<file path="src/rtl/vga_data_req_gen_if.sv">
// vga_data_req_gen_if
//   Groups the pixel-address input side and the read-request side of
//   vga_data_req_gen into one bundle.
//   Ports (signals):
//     iEN          event enable; low suppresses new change events
//     iADDR        current pixel address from the VGA timing controller
//     iACK         consumer accepts the head request (queued mode)
//     iCLR_OVF     clears the sticky overflow flag
//     oREQ         read request
//     oREQ_ADDR    address associated with oREQ
//     oLINE_START  one-cycle pulse on address wrap (new line)
//     oPEND        number of queued requests (0 in pulse mode)
//     oOVF         sticky: a request was dropped on a full queue
//   Modports:
//     master  the request generator (drives the o* signals)
//     slave   the surrounding system / read port (drives the i* signals)
interface vga_data_req_gen_if #(
  parameter int ADDR_W = 10,
  parameter int DEPTH  = 4
);
  localparam int PEND_W = $clog2(DEPTH) + 1;

  logic              iEN;
  logic [ADDR_W-1:0] iADDR;
  logic              iACK;
  logic              iCLR_OVF;
  logic              oREQ;
  logic [ADDR_W-1:0] oREQ_ADDR;
  logic              oLINE_START;
  logic [PEND_W-1:0] oPEND;
  logic              oOVF;

  modport master (
    input  iEN, iADDR, iACK, iCLR_OVF,
    output oREQ, oREQ_ADDR, oLINE_START, oPEND, oOVF
  );

  modport slave (
    output iEN, iADDR, iACK, iCLR_OVF,
    input  oREQ, oREQ_ADDR, oLINE_START, oPEND, oOVF
  );
endinterface

</file>
<file path="src/rtl/vga_data_req_gen.sv">
// vga_data_req_gen
//   Watches the VGA controller's pixel address, detects address changes and
//   line wrap, decimates change events by DIV and issues frame/line-buffer
//   read requests either as single-cycle pulses (HANDSHAKE=0) or through a
//   small request/acknowledge address queue (HANDSHAKE=1).
//   Ports:
//     iCLK  clock, all logic on the rising edge
//     iRST  synchronous active-high reset
//     bus   vga_data_req_gen_if.master (address in, request out)
module vga_data_req_gen #(
  parameter int ADDR_W    = 10,
  parameter int DIV       = 1,
  parameter int HANDSHAKE = 0,
  parameter int DEPTH     = 4
) (
  input  logic               iCLK,
  input  logic               iRST,
  vga_data_req_gen_if.master bus
);
  localparam int PTR_W = (DEPTH > 1) ? $clog2(DEPTH) : 1;
  localparam int CNT_W = $clog2(DEPTH) + 1;
  localparam int DIV_W = (DIV > 1) ? $clog2(DIV) : 1;
  // Last decimator phase, and the phase a wrap re-starts from (1 mod DIV).
  localparam logic [DIV_W-1:0] DIV_LAST = DIV_W'(DIV - 1);
  localparam logic [DIV_W-1:0] DIV_WRAP = DIV_W'((DIV > 1) ? 1 : 0);

  logic [ADDR_W-1:0] preAddr_r;
  logic [DIV_W-1:0]  divCnt_r;
  logic              lineStart_r;

  logic              evt_s;
  logic              wrap_s;
  logic              reqEvt_s;
  logic [DIV_W-1:0]  divNext_s;

  // Change/wrap detection and the decimation decision for this cycle
  always_comb begin
    evt_s    = bus.iEN & (bus.iADDR != preAddr_r);
    wrap_s   = evt_s & (bus.iADDR < preAddr_r);
    // A wrap always requests so every line starts with a request.
    reqEvt_s = evt_s & (wrap_s | (divCnt_r == '0));
    if (wrap_s) begin
      divNext_s = DIV_WRAP;
    end else if (divCnt_r == DIV_LAST) begin
      divNext_s = '0;
    end else begin
      divNext_s = divCnt_r + DIV_W'(1);
    end
  end

  // Previous-address tracker, decimator phase and line-start pulse
  always_ff @(posedge iCLK) begin
    if (iRST) begin
      preAddr_r   <= '0;
      divCnt_r    <= '0;
      lineStart_r <= 1'b0;
    end else begin
      // Tracked even while disabled so re-enabling never sees a stale change.
      preAddr_r   <= bus.iADDR;
      lineStart_r <= wrap_s;
      if (evt_s) begin
        divCnt_r <= divNext_s;
      end
    end
  end

  assign bus.oLINE_START = lineStart_r;

  generate
    if (HANDSHAKE == 0) begin : gPulse
      logic              req_r;
      logic [ADDR_W-1:0] reqAddr_r;

      // One-cycle request pulse; the address holds between requests
      always_ff @(posedge iCLK) begin
        if (iRST) begin
          req_r     <= 1'b0;
          reqAddr_r <= '0;
        end else begin
          req_r <= reqEvt_s;
          if (reqEvt_s) begin
            reqAddr_r <= bus.iADDR;
          end
        end
      end

      assign bus.oREQ      = req_r;
      assign bus.oREQ_ADDR = reqAddr_r;
      assign bus.oPEND     = '0;
      assign bus.oOVF      = 1'b0;
    end else begin : gQueue
      logic [ADDR_W-1:0] mem_r [DEPTH];
      logic [PTR_W-1:0]  wrPtr_r;
      logic [PTR_W-1:0]  rdPtr_r;
      logic [CNT_W-1:0]  count_r;
      logic              req_r;
      logic [ADDR_W-1:0] head_r;
      logic              ovf_r;

      logic              pop_s;
      logic              full_s;
      logic              pushOk_s;
      logic              drop_s;
      logic [CNT_W-1:0]  countNext_s;
      logic [PTR_W-1:0]  rdPtrNext_s;
      logic [ADDR_W-1:0] headNext_s;

      // Queue control: accept/drop decision, next count and next head value
      always_comb begin
        pop_s    = bus.iACK & req_r;
        full_s   = (count_r == CNT_W'(DEPTH));
        // A full queue still accepts when the head leaves in the same cycle.
        pushOk_s = reqEvt_s & (~full_s | pop_s);
        drop_s   = reqEvt_s & full_s & ~pop_s;
        case ({pushOk_s, pop_s})
          2'b10:   countNext_s = count_r + CNT_W'(1);
          2'b01:   countNext_s = count_r - CNT_W'(1);
          default: countNext_s = count_r;
        endcase
        if (pop_s) begin
          rdPtrNext_s = rdPtr_r + PTR_W'(1);
        end else begin
          rdPtrNext_s = rdPtr_r;
        end
        // Head is registered, so forward the entry being written when it
        // lands exactly in the next head slot (empty queue or last entry popped).
        if (pushOk_s && (wrPtr_r == rdPtrNext_s)) begin
          headNext_s = bus.iADDR;
        end else begin
          headNext_s = mem_r[rdPtrNext_s];
        end
      end

      // Queue storage, pointers, count, registered head and sticky overflow
      always_ff @(posedge iCLK) begin
        if (iRST) begin
          for (int i = 0; i < DEPTH; i++) begin
            mem_r[i] <= '0;
          end
          wrPtr_r <= '0;
          rdPtr_r <= '0;
          count_r <= '0;
          req_r   <= 1'b0;
          head_r  <= '0;
          ovf_r   <= 1'b0;
        end else begin
          if (pushOk_s) begin
            mem_r[wrPtr_r] <= bus.iADDR;
            wrPtr_r        <= wrPtr_r + PTR_W'(1);
          end
          rdPtr_r <= rdPtrNext_s;
          count_r <= countNext_s;
          req_r   <= (countNext_s != '0);
          head_r  <= headNext_s;
          // A drop in the same cycle as a clear leaves the flag set.
          if (drop_s) begin
            ovf_r <= 1'b1;
          end else if (bus.iCLR_OVF) begin
            ovf_r <= 1'b0;
          end
        end
      end

      assign bus.oREQ      = req_r;
      assign bus.oREQ_ADDR = head_r;
      assign bus.oPEND     = count_r;
      assign bus.oOVF      = ovf_r;
    end
  endgenerate
endmodule

</file>
<file path="src/flat_wrapper.sv">
// flat-port wrapper written by rule: the top's interface ports become plain ports
module vga_data_req_gen_flat 
#(
  parameter int ADDR_W    = 10,
  parameter int DIV       = 1,
  parameter int HANDSHAKE = 0,
  parameter int DEPTH     = 4
)
  (iCLK, iRST, bus_iEN, bus_iADDR, bus_iACK, bus_iCLR_OVF, bus_oREQ, bus_oREQ_ADDR, bus_oLINE_START, bus_oPEND, bus_oOVF);
  vga_data_req_gen_if #(.ADDR_W(ADDR_W), .DEPTH(DEPTH)) bus_i ();
  input  logic iCLK;
  input  logic iRST;
  input wire logic [$bits(bus_i.iEN)-1:0] bus_iEN;
  input wire logic [$bits(bus_i.iADDR)-1:0] bus_iADDR;
  input wire logic [$bits(bus_i.iACK)-1:0] bus_iACK;
  input wire logic [$bits(bus_i.iCLR_OVF)-1:0] bus_iCLR_OVF;
  output wire logic [$bits(bus_i.oREQ)-1:0] bus_oREQ;
  output wire logic [$bits(bus_i.oREQ_ADDR)-1:0] bus_oREQ_ADDR;
  output wire logic [$bits(bus_i.oLINE_START)-1:0] bus_oLINE_START;
  output wire logic [$bits(bus_i.oPEND)-1:0] bus_oPEND;
  output wire logic [$bits(bus_i.oOVF)-1:0] bus_oOVF;
  assign bus_i.iEN = bus_iEN;
  assign bus_i.iADDR = bus_iADDR;
  assign bus_i.iACK = bus_iACK;
  assign bus_i.iCLR_OVF = bus_iCLR_OVF;
  assign bus_oREQ = bus_i.oREQ;
  assign bus_oREQ_ADDR = bus_i.oREQ_ADDR;
  assign bus_oLINE_START = bus_i.oLINE_START;
  assign bus_oPEND = bus_i.oPEND;
  assign bus_oOVF = bus_i.oOVF;
  vga_data_req_gen #(.ADDR_W(ADDR_W), .DIV(DIV), .HANDSHAKE(HANDSHAKE), .DEPTH(DEPTH)) u_core (.iCLK(iCLK), .iRST(iRST), .bus(bus_i));
endmodule
</file>
<file path="config.mk">
export PLATFORM = sky130hd
export DESIGN_NAME = vga_data_req_gen_flat
export DESIGN_NICKNAME = d
export VERILOG_FILES = /design/src/rtl/vga_data_req_gen_if.sv /design/src/rtl/vga_data_req_gen.sv /design/src/flat_wrapper.sv
export SDC_FILE = /design/constraint.sdc
export NUM_CORES = 1
export LEC_CHECK = 0
export BUFFER_PORTS_ARGS = -buffer_cell sky130_fd_sc_hd__buf_2
export CAP_MARGIN = 10
export CORE_MARGIN = 2
export CORE_UTILIZATION = 31
export CTS_CLUSTER_SIZE = 10
export DETAILED_ROUTE_END_ITERATION = 10
export PLACE_DENSITY = 0.54
export SLEW_MARGIN = 20
export SYNTH_ARGS = -nofsm -noshare
export SYNTH_HDL_FRONTEND = slang
export SYNTH_SLANG_ARGS = --single-unit
</file>
<file path="constraint.sdc">
create_clock -name iCLK -period 1.8 [get_ports iCLK]
set_input_delay 0.27 -clock iCLK [delete_from_list [all_inputs] [get_ports iCLK]]
set_output_delay 0.27 -clock iCLK [all_outputs]
set_load 0.005 [all_outputs]
</file>
==> results of run 1 <==
per-stage QoR:
stage / cell area, sq um / worst slack, ns / instances
2_1_floorplan: 985.9 / 0.1808 / 100
3_3_place_gp: 1124 / 0.07077 / 163
3_5_place_dp: 1124 / 0.03545 / 163
4_1_cts: 1160 / 0.07406 / 167
5_1_grt: 1180 / 0.01559 / 167
6_report: 1180 / 0.1544 / 167
placed cells by master (no fill, tap or decap), drive strengths merged:
master and n:
clkbuf 4, nor4 1, buf 26, nand3 1, nor2 13, nor3 1, o31ai 1, inv 11
conb 4, dfxtp 22, a21o 1, a211oi 1, nand4 2, nor2b 9, mux2i 10, a21oi 3
nand2 1, ha 10, o21ai 2
report_power, final:
| part | switching [uW] | total [uW] | internal (uW) |
|---|---|---|---|
| combinational | 75.3 | 145 | 69.9 |
| clock | 147 | 270 | 123 |
| sequential | 8.91 | 523 | 514 |
worst paths after layout:
path,from,endpoint,slack [ns]
worst max-delay path,u_core.preAddr_r[4]$_SDFF_PP0_,u_core.bus.oREQ_ADDR[3]$_SDFFE_PP0P_,0.15
worst min-delay path,bus_iADDR[1],u_core.preAddr_r[1]$_SDFF_PP0_,0.20
worst max register to register,u_core.preAddr_r[4]$_SDFF_PP0_,u_core.bus.oREQ_ADDR[3]$_SDFFE_PP0P_,0.15
worst min register to register,u_core.bus.oREQ_ADDR[2]$_SDFFE_PP0P_,u_core.bus.oREQ_ADDR[2]$_SDFFE_PP0P_,0.50
flip-flops by register name (all words and copies together), names as in the netlist:
signal / cells
u_core.preAddr_r: 10
u_core.bus.oREQ: 1
u_core.bus.oLINE_START: 1
u_core.bus.oREQ_ADDR: 10
timing repair:
item	in CTS	in global routing
hold endpoints to repair	0	0
resized for setup	0	3
endpoints found under the setup margin	0	8
buffers inserted	0	0
critical path: stages (launching register included):
cell	delay, ns
dfxtp_1	0.33
inv_1	0.04
ha_1	0.30
nand4_2	0.15
o31ai_4	0.29
buf_6	0.18
mux2i_1	0.19
nor2_1	0.05
layout make-up:
class                   instances  area [sq um]  area share (%)
multi-input cells              60         464.2           39.34
repair buffers                 26         142.6           12.09
clock buffers                   4         36.28           3.075
well taps                      44         55.05           4.666
flip-flops and latches         22         440.4           37.33
inverters                      11         41.29           3.499
layer usage:
metal  GRT usage [%]  vias to the layer above  routed length [um]
met1           13.32                      312                 810
met5               0                        -                   0
met4           7.619                        0                  38
met2           16.46                       20                 767
li1                -                      360                   -
met3           1.948                        4                  81
cells by family after synthesis:
kind of cell	after synthesis
other	1
flip-flops	22
multiplexers	10
buffers and inverters	18
AND/OR/NAND/NOR	28
AO/OA/AOI/OAI	8
adder cells (fa/ha/maj)	10
==> results.md, run 1 <==
- First-pass GRT wire length: 2808 um
- Largest family of logic cells by synthesized area: simple AND/OR/NAND/NOR gates
- Reg2Reg Depth: 7
- Starting DRT DRC Count: 15
- #FFs+latches synth: 22
- Final net count: 149
- FP Rows: 20
- Fmax: 607.7 MHz
- Clock tree buffer depth: 2
- Routability Congestion: 0.6673
- DP Wirelength: 1267 um
- Hold Fails Final Rpt: 0
- Synth Area in Adders: 12.84%
- Clock Sinks: 22
- Remaining DRCs: 0
- Xor/xnor share of the synthesized area: 0%
- Power Density: 795.6 nW/um^2
- Post-synth top cells: dfxtp_1, nor2_1, inv_1
- P&R area growth vs syn: 21.05%
- Ant. Diodes: 0
- Core ar.: 3028 sq um
- Routed length per instance: 10.17 um
- Vias per cell: 4.168
- Worst Skew: 0.003131 ns
- Unrepaired setup endpoints after global routing: false
- I/O pins: 31
- Post-cts hold buffer count: 0
- Worst setup EP type: register
- Total gr overflow: 0
- TritonCTS clock tree: yes
- Max VDD drop: 0.1980 mV
- Post-synth EDFFs: 0
- Die area: 3608 sq um
- Total power: 938.7 uW
- Routed via count: 696
- Mux contribution to synthesized area: 10.27%
- Initial antenna violation count: 0
- Leak: 0.0005775 uW
- Area share of and/or/nand/nor cells after synthesis: 15.40%
- Max-cap viol count: 0
- Worst skew pair latency: 0.30 ns
- Synth Flop Type: dfxtp_1
- Cell area after synthesis: 974.7 sq um
- Status: finished clean
- Post-synthesis sequential area ratio: 45.19%
- Final setup viols: 0
- Syn Inst Count: 97
- Initial Util: 32.19%
- Initial DRT Pass Iterations: 4
- Cell taking the most area after synthesis: dfxtp_1
- Compound-gate portion of the synthesized area: 6.290%
- Hold path cells: 2
- GRT Util Overall: 10.70%
- H-tree depth: 1
- Async SR Flop Fraction: 0%
- Fin crit share: 91.42%
- Post-DRT Antenna Nets: 0
- Max Transition Viols Final: 0
- Number of buffers created by CTS: 3
- Final Core Density: 38.97%
- FILL cells: 323
- Critical path type: register to register
- Ratio of cells with drive above 1 in the final layout: 27.64%
- CTS root buffer: clkbuf_4
- Count leader, synth: dfxtp_1
- Number of global-route vias before repair: 672
- Drt total wl: 1698 um
- Worst path arrival time: 1.84 ns
- Syn avg cell area: 10.05 sq um
- Worst Hold Class: primary input to register
- Die Ht: 60.07 um
- Pin count of the biggest net entering global routing: 23
- Area share of the largest cell type after synthesis: 45.19%
- Die X-Extent: 60.07 um
- Clock transition at path regs: 0.12 ns
- Yosys warning count: 0
- Min cycle time layout: 1.646 ns
- Port Buf Inserts: 24
- Worst-path maximum fanout: 7
- Synth unique cells: 20
- Setup TNS: 0 ns
- Min Hold Slack: 0.2025 ns
- Required time of the critical path: 2.00 ns
- CP startpoint kind: register
- Largest cells by area after synthesis: dfxtp_1, ha_1, mux2i_1
Power figures use the tool's default switching activity.
==> run 2: changes to the inputs <==
--- a/config.mk
+++ b/config.mk
@@ -7,11 +7,13 @@
 export LEC_CHECK = 0
 export BUFFER_PORTS_ARGS = -buffer_cell sky130_fd_sc_hd__buf_2
 export CAP_MARGIN = 10
+export CELL_PAD_IN_SITES_DETAIL_PLACEMENT = 0
+export CELL_PAD_IN_SITES_GLOBAL_PLACEMENT = 2
 export CORE_MARGIN = 2
 export CORE_UTILIZATION = 31
 export CTS_CLUSTER_SIZE = 10
 export DETAILED_ROUTE_END_ITERATION = 10
-export PLACE_DENSITY = 0.54
+export PLACE_DENSITY = 0.81
 export SLEW_MARGIN = 20
 export SYNTH_ARGS = -nofsm -noshare
 export SYNTH_HDL_FRONTEND = slang
==> constraint.sdc (replaced) <==
create_clock -name iCLK -period 1.9 [get_ports iCLK]
set_input_delay 0.285 -clock iCLK [delete_from_list [all_inputs] [get_ports iCLK]]
set_output_delay 0.285 -clock iCLK [all_outputs]
set_load 0.005 [all_outputs]
==> results.md, run 2 (same netlist as run 1, synthesis figures left out) <==
- Area of the multi-input gates: 451.7 sq um (-2.7%)
- FILL cells: 325 (+0.62%)
- Post-cts hold buffer count: 0 (unchanged)
- Initial Util: 32.19% (unchanged)
- Worst path max stage delay: 0.33 ns (about the same)
- Port Buf Inserts: 24 (unchanged)
- Remaining DRCs: 0 (unchanged)
- Unrepaired setup endpoints after global routing: false
- Vias per cell: 4.138 (-0.72%)
- Clock tree buffer depth: 2 (unchanged)
- Total gr overflow: 0 (unchanged)
- First-pass GRT wire length: 2732 um (-2.7%)
- Required time of the critical path: 2.09 ns (+0.09 ns)
- Number of buffers created by CTS: 3 (unchanged)
- GRT Util Overall: 10.36% (-0.35 points)
- Sw frac: 24.53% (-0.070 points)
- CP startpoint kind: register
- Max VDD drop: 0.2995 mV (+51%)
- Metal2 WL: 742 um (-3.3%)
- Clock Sinks: 22 (unchanged)
- Resized Gates After CTS: 0 (unchanged)
- CTS root buffer: clkbuf_4
- Hold Fails Final Rpt: 0 (unchanged)
- Final net count: 149 (unchanged)
- Status: finished clean
- Power Density: 756.4 nW/um^2 (-4.9%)
- Fmax: 583.6 MHz (-4.0%)
- Ratio of cells with drive above 1 in the final layout: 26.83% (-0.81 points)
- Setup TNS: 0 ns (unchanged)
- Clk pwr share: 29.0% (+0.2 points)
- Pin count of the biggest net entering global routing: 23 (unchanged)
- Routed met1 length: 773 um (-4.6%)
- Ant. Diodes: 0 (unchanged)
- Clock transition at path regs: 0.12 ns (about the same)
- Reg power frac: 55.9% (+0.2 points)
- Inst Count DP: 163 (unchanged)
- Drt total wl: 1613 um (-5.0%)
- Sw Pwr: 217.5 uW (-5.8%)
- DP Wirelength: 1230 um (-2.9%)
- Family with the most delay on the worst path: flip-flops
- Worst path slowest cell: dfxtp_1
- Commonest non-fill, non-tap cell in the layout: buf_2
- Initial antenna violation count: 0 (unchanged)
- H-tree depth: 1 (unchanged)
- Worst skew pair latency: 0.30 ns (about the same)
- Routed length per instance: 9.659 um (-5.0%)
- Critical path type: register to register
- Number of global-route vias before repair: 562 (-16%)
- Routability Congestion: 0.6672 (about the same)
- Comb power frac: 15.1% (-0.4 points)
- Met3 routed WL: 89 um (+9.9%)
- Fin crit share: 90.18% (-1.2 points)
- Leak: 0.0005790 uW (+0.27%)
- Worst setup EP type: register
- Max-cap viol count: 0 (unchanged)
- Max Transition Viols Final: 0 (unchanged)
- Starting DRT DRC Count: 24 (+9)
- Commonest cells after routing, fill and taps aside: buf_2, dfxtp_1, nor2_1
- Worst path arrival time: 1.91 ns (+0.07 ns)
- Non-filler cells, final: 167 (unchanged)
- TritonCTS clock tree: yes
- WP buf/inv: 2 (unchanged)
- Die area: 3608 sq um (unchanged)
- I/O pins: 31 (unchanged)
- Worst Skew: 0.001225 ns (-0.001906 ns)
- Final setup viols: 0 (unchanged)
- Routed via count: 691 (-0.72%)
- CP cell instances: inv_1, ha_1, nand4_2, o31ai_4, buf_4, mux2i_1, nor2_1
- Worst Hold Class: primary input to register
- Die Ht: 60.07 um (unchanged)
- P&R area growth vs syn: 20.28%
- Die X-Extent: 60.07 um (unchanged)
- Max layer used: met4
- FP Rows: 20 (unchanged)
- Post-DRT Antenna Nets: 0 (unchanged)
- Worst-path maximum fanout: 4 (-3)
- Sequential cell area: 440.4 sq um (unchanged)
- Pint: 669.3 uW (-5.4%)
- Initial DRT Pass Iterations: 2 (-2)
- Core ar.: 3028 sq um (unchanged)
- Min cycle time layout: 1.713 ns (+0.06780 ns)
- Post-CTS Setup Repair Bufs: 0 (unchanged)
run 2: layer usage:
metal | vias up | track usage (%)
met5 | - | 0
met4 | 0 | 3.810
met3 | 2 | 3.247
met2 | 17 | 15.22
met1 | 312 | 14.15
li1 | 360 | -
run 2: worst reg2reg max path: stages (launching register included):
cell and delay (ns):
dfxtp_1 0.33, inv_1 0.03, ha_1 0.30, nand4_2 0.17, o31ai_4 0.33, buf_4 0.20, mux2i_1 0.19, nor2_1 0.06
run 2: path summary, 6_finish.rpt:
kind,startpoint,to,slack (ns),depth (start not counted)
max,u_core.preAddr_r[9]$_SDFF_PP0_,u_core.bus.oREQ_ADDR[3]$_SDFFE_PP0P_,0.19,7
min,bus_iADDR[2],u_core.preAddr_r[2]$_SDFF_PP0_,0.22,2
max reg2reg,u_core.preAddr_r[9]$_SDFF_PP0_,u_core.bus.oREQ_ADDR[3]$_SDFFE_PP0P_,0.19,7
min reg2reg,u_core.bus.oREQ_ADDR[0]$_SDFFE_PP0P_,u_core.bus.oREQ_ADDR[0]$_SDFFE_PP0P_,0.50,2
run 2: power groups by stage:
stage / Clock, uW / Sequential (uW) / Combinational [uW]
CTS: 270 / 496 / 137
global placement: 0 / 506 / 133
detailed placement: 0 / 507 / 136
finish: 257 / 496 / 134
floorplan: 0 / 508 / 89.8
global route: 288 / 499 / 155
run 2: area by class of cell:
type	instances	area share (%)
tap	44	4.696
inverter	11	3.522
timing repair buffer	26	12.59
sequential	22	37.57
multi-input combinational	60	38.53
clock buffer	4	3.095
run 2: metrics by stage:
stage               util (%)  total power [uW]  setup WS [ns]  hold slack (ns)  cell area, sq um
CTS                    38.72             903.5         0.1458           0.2106              1172
global placement       37.52             639.0         0.1208           0.4694              1136
finish                 38.72             886.8         0.1866           0.2187              1172
detailed placement     37.52             643.1        0.07806           0.4813              1136
global route           38.72             942.1        0.02773           0.2066              1172
floorplan                  -             597.7         0.2808           0.3566             985.9
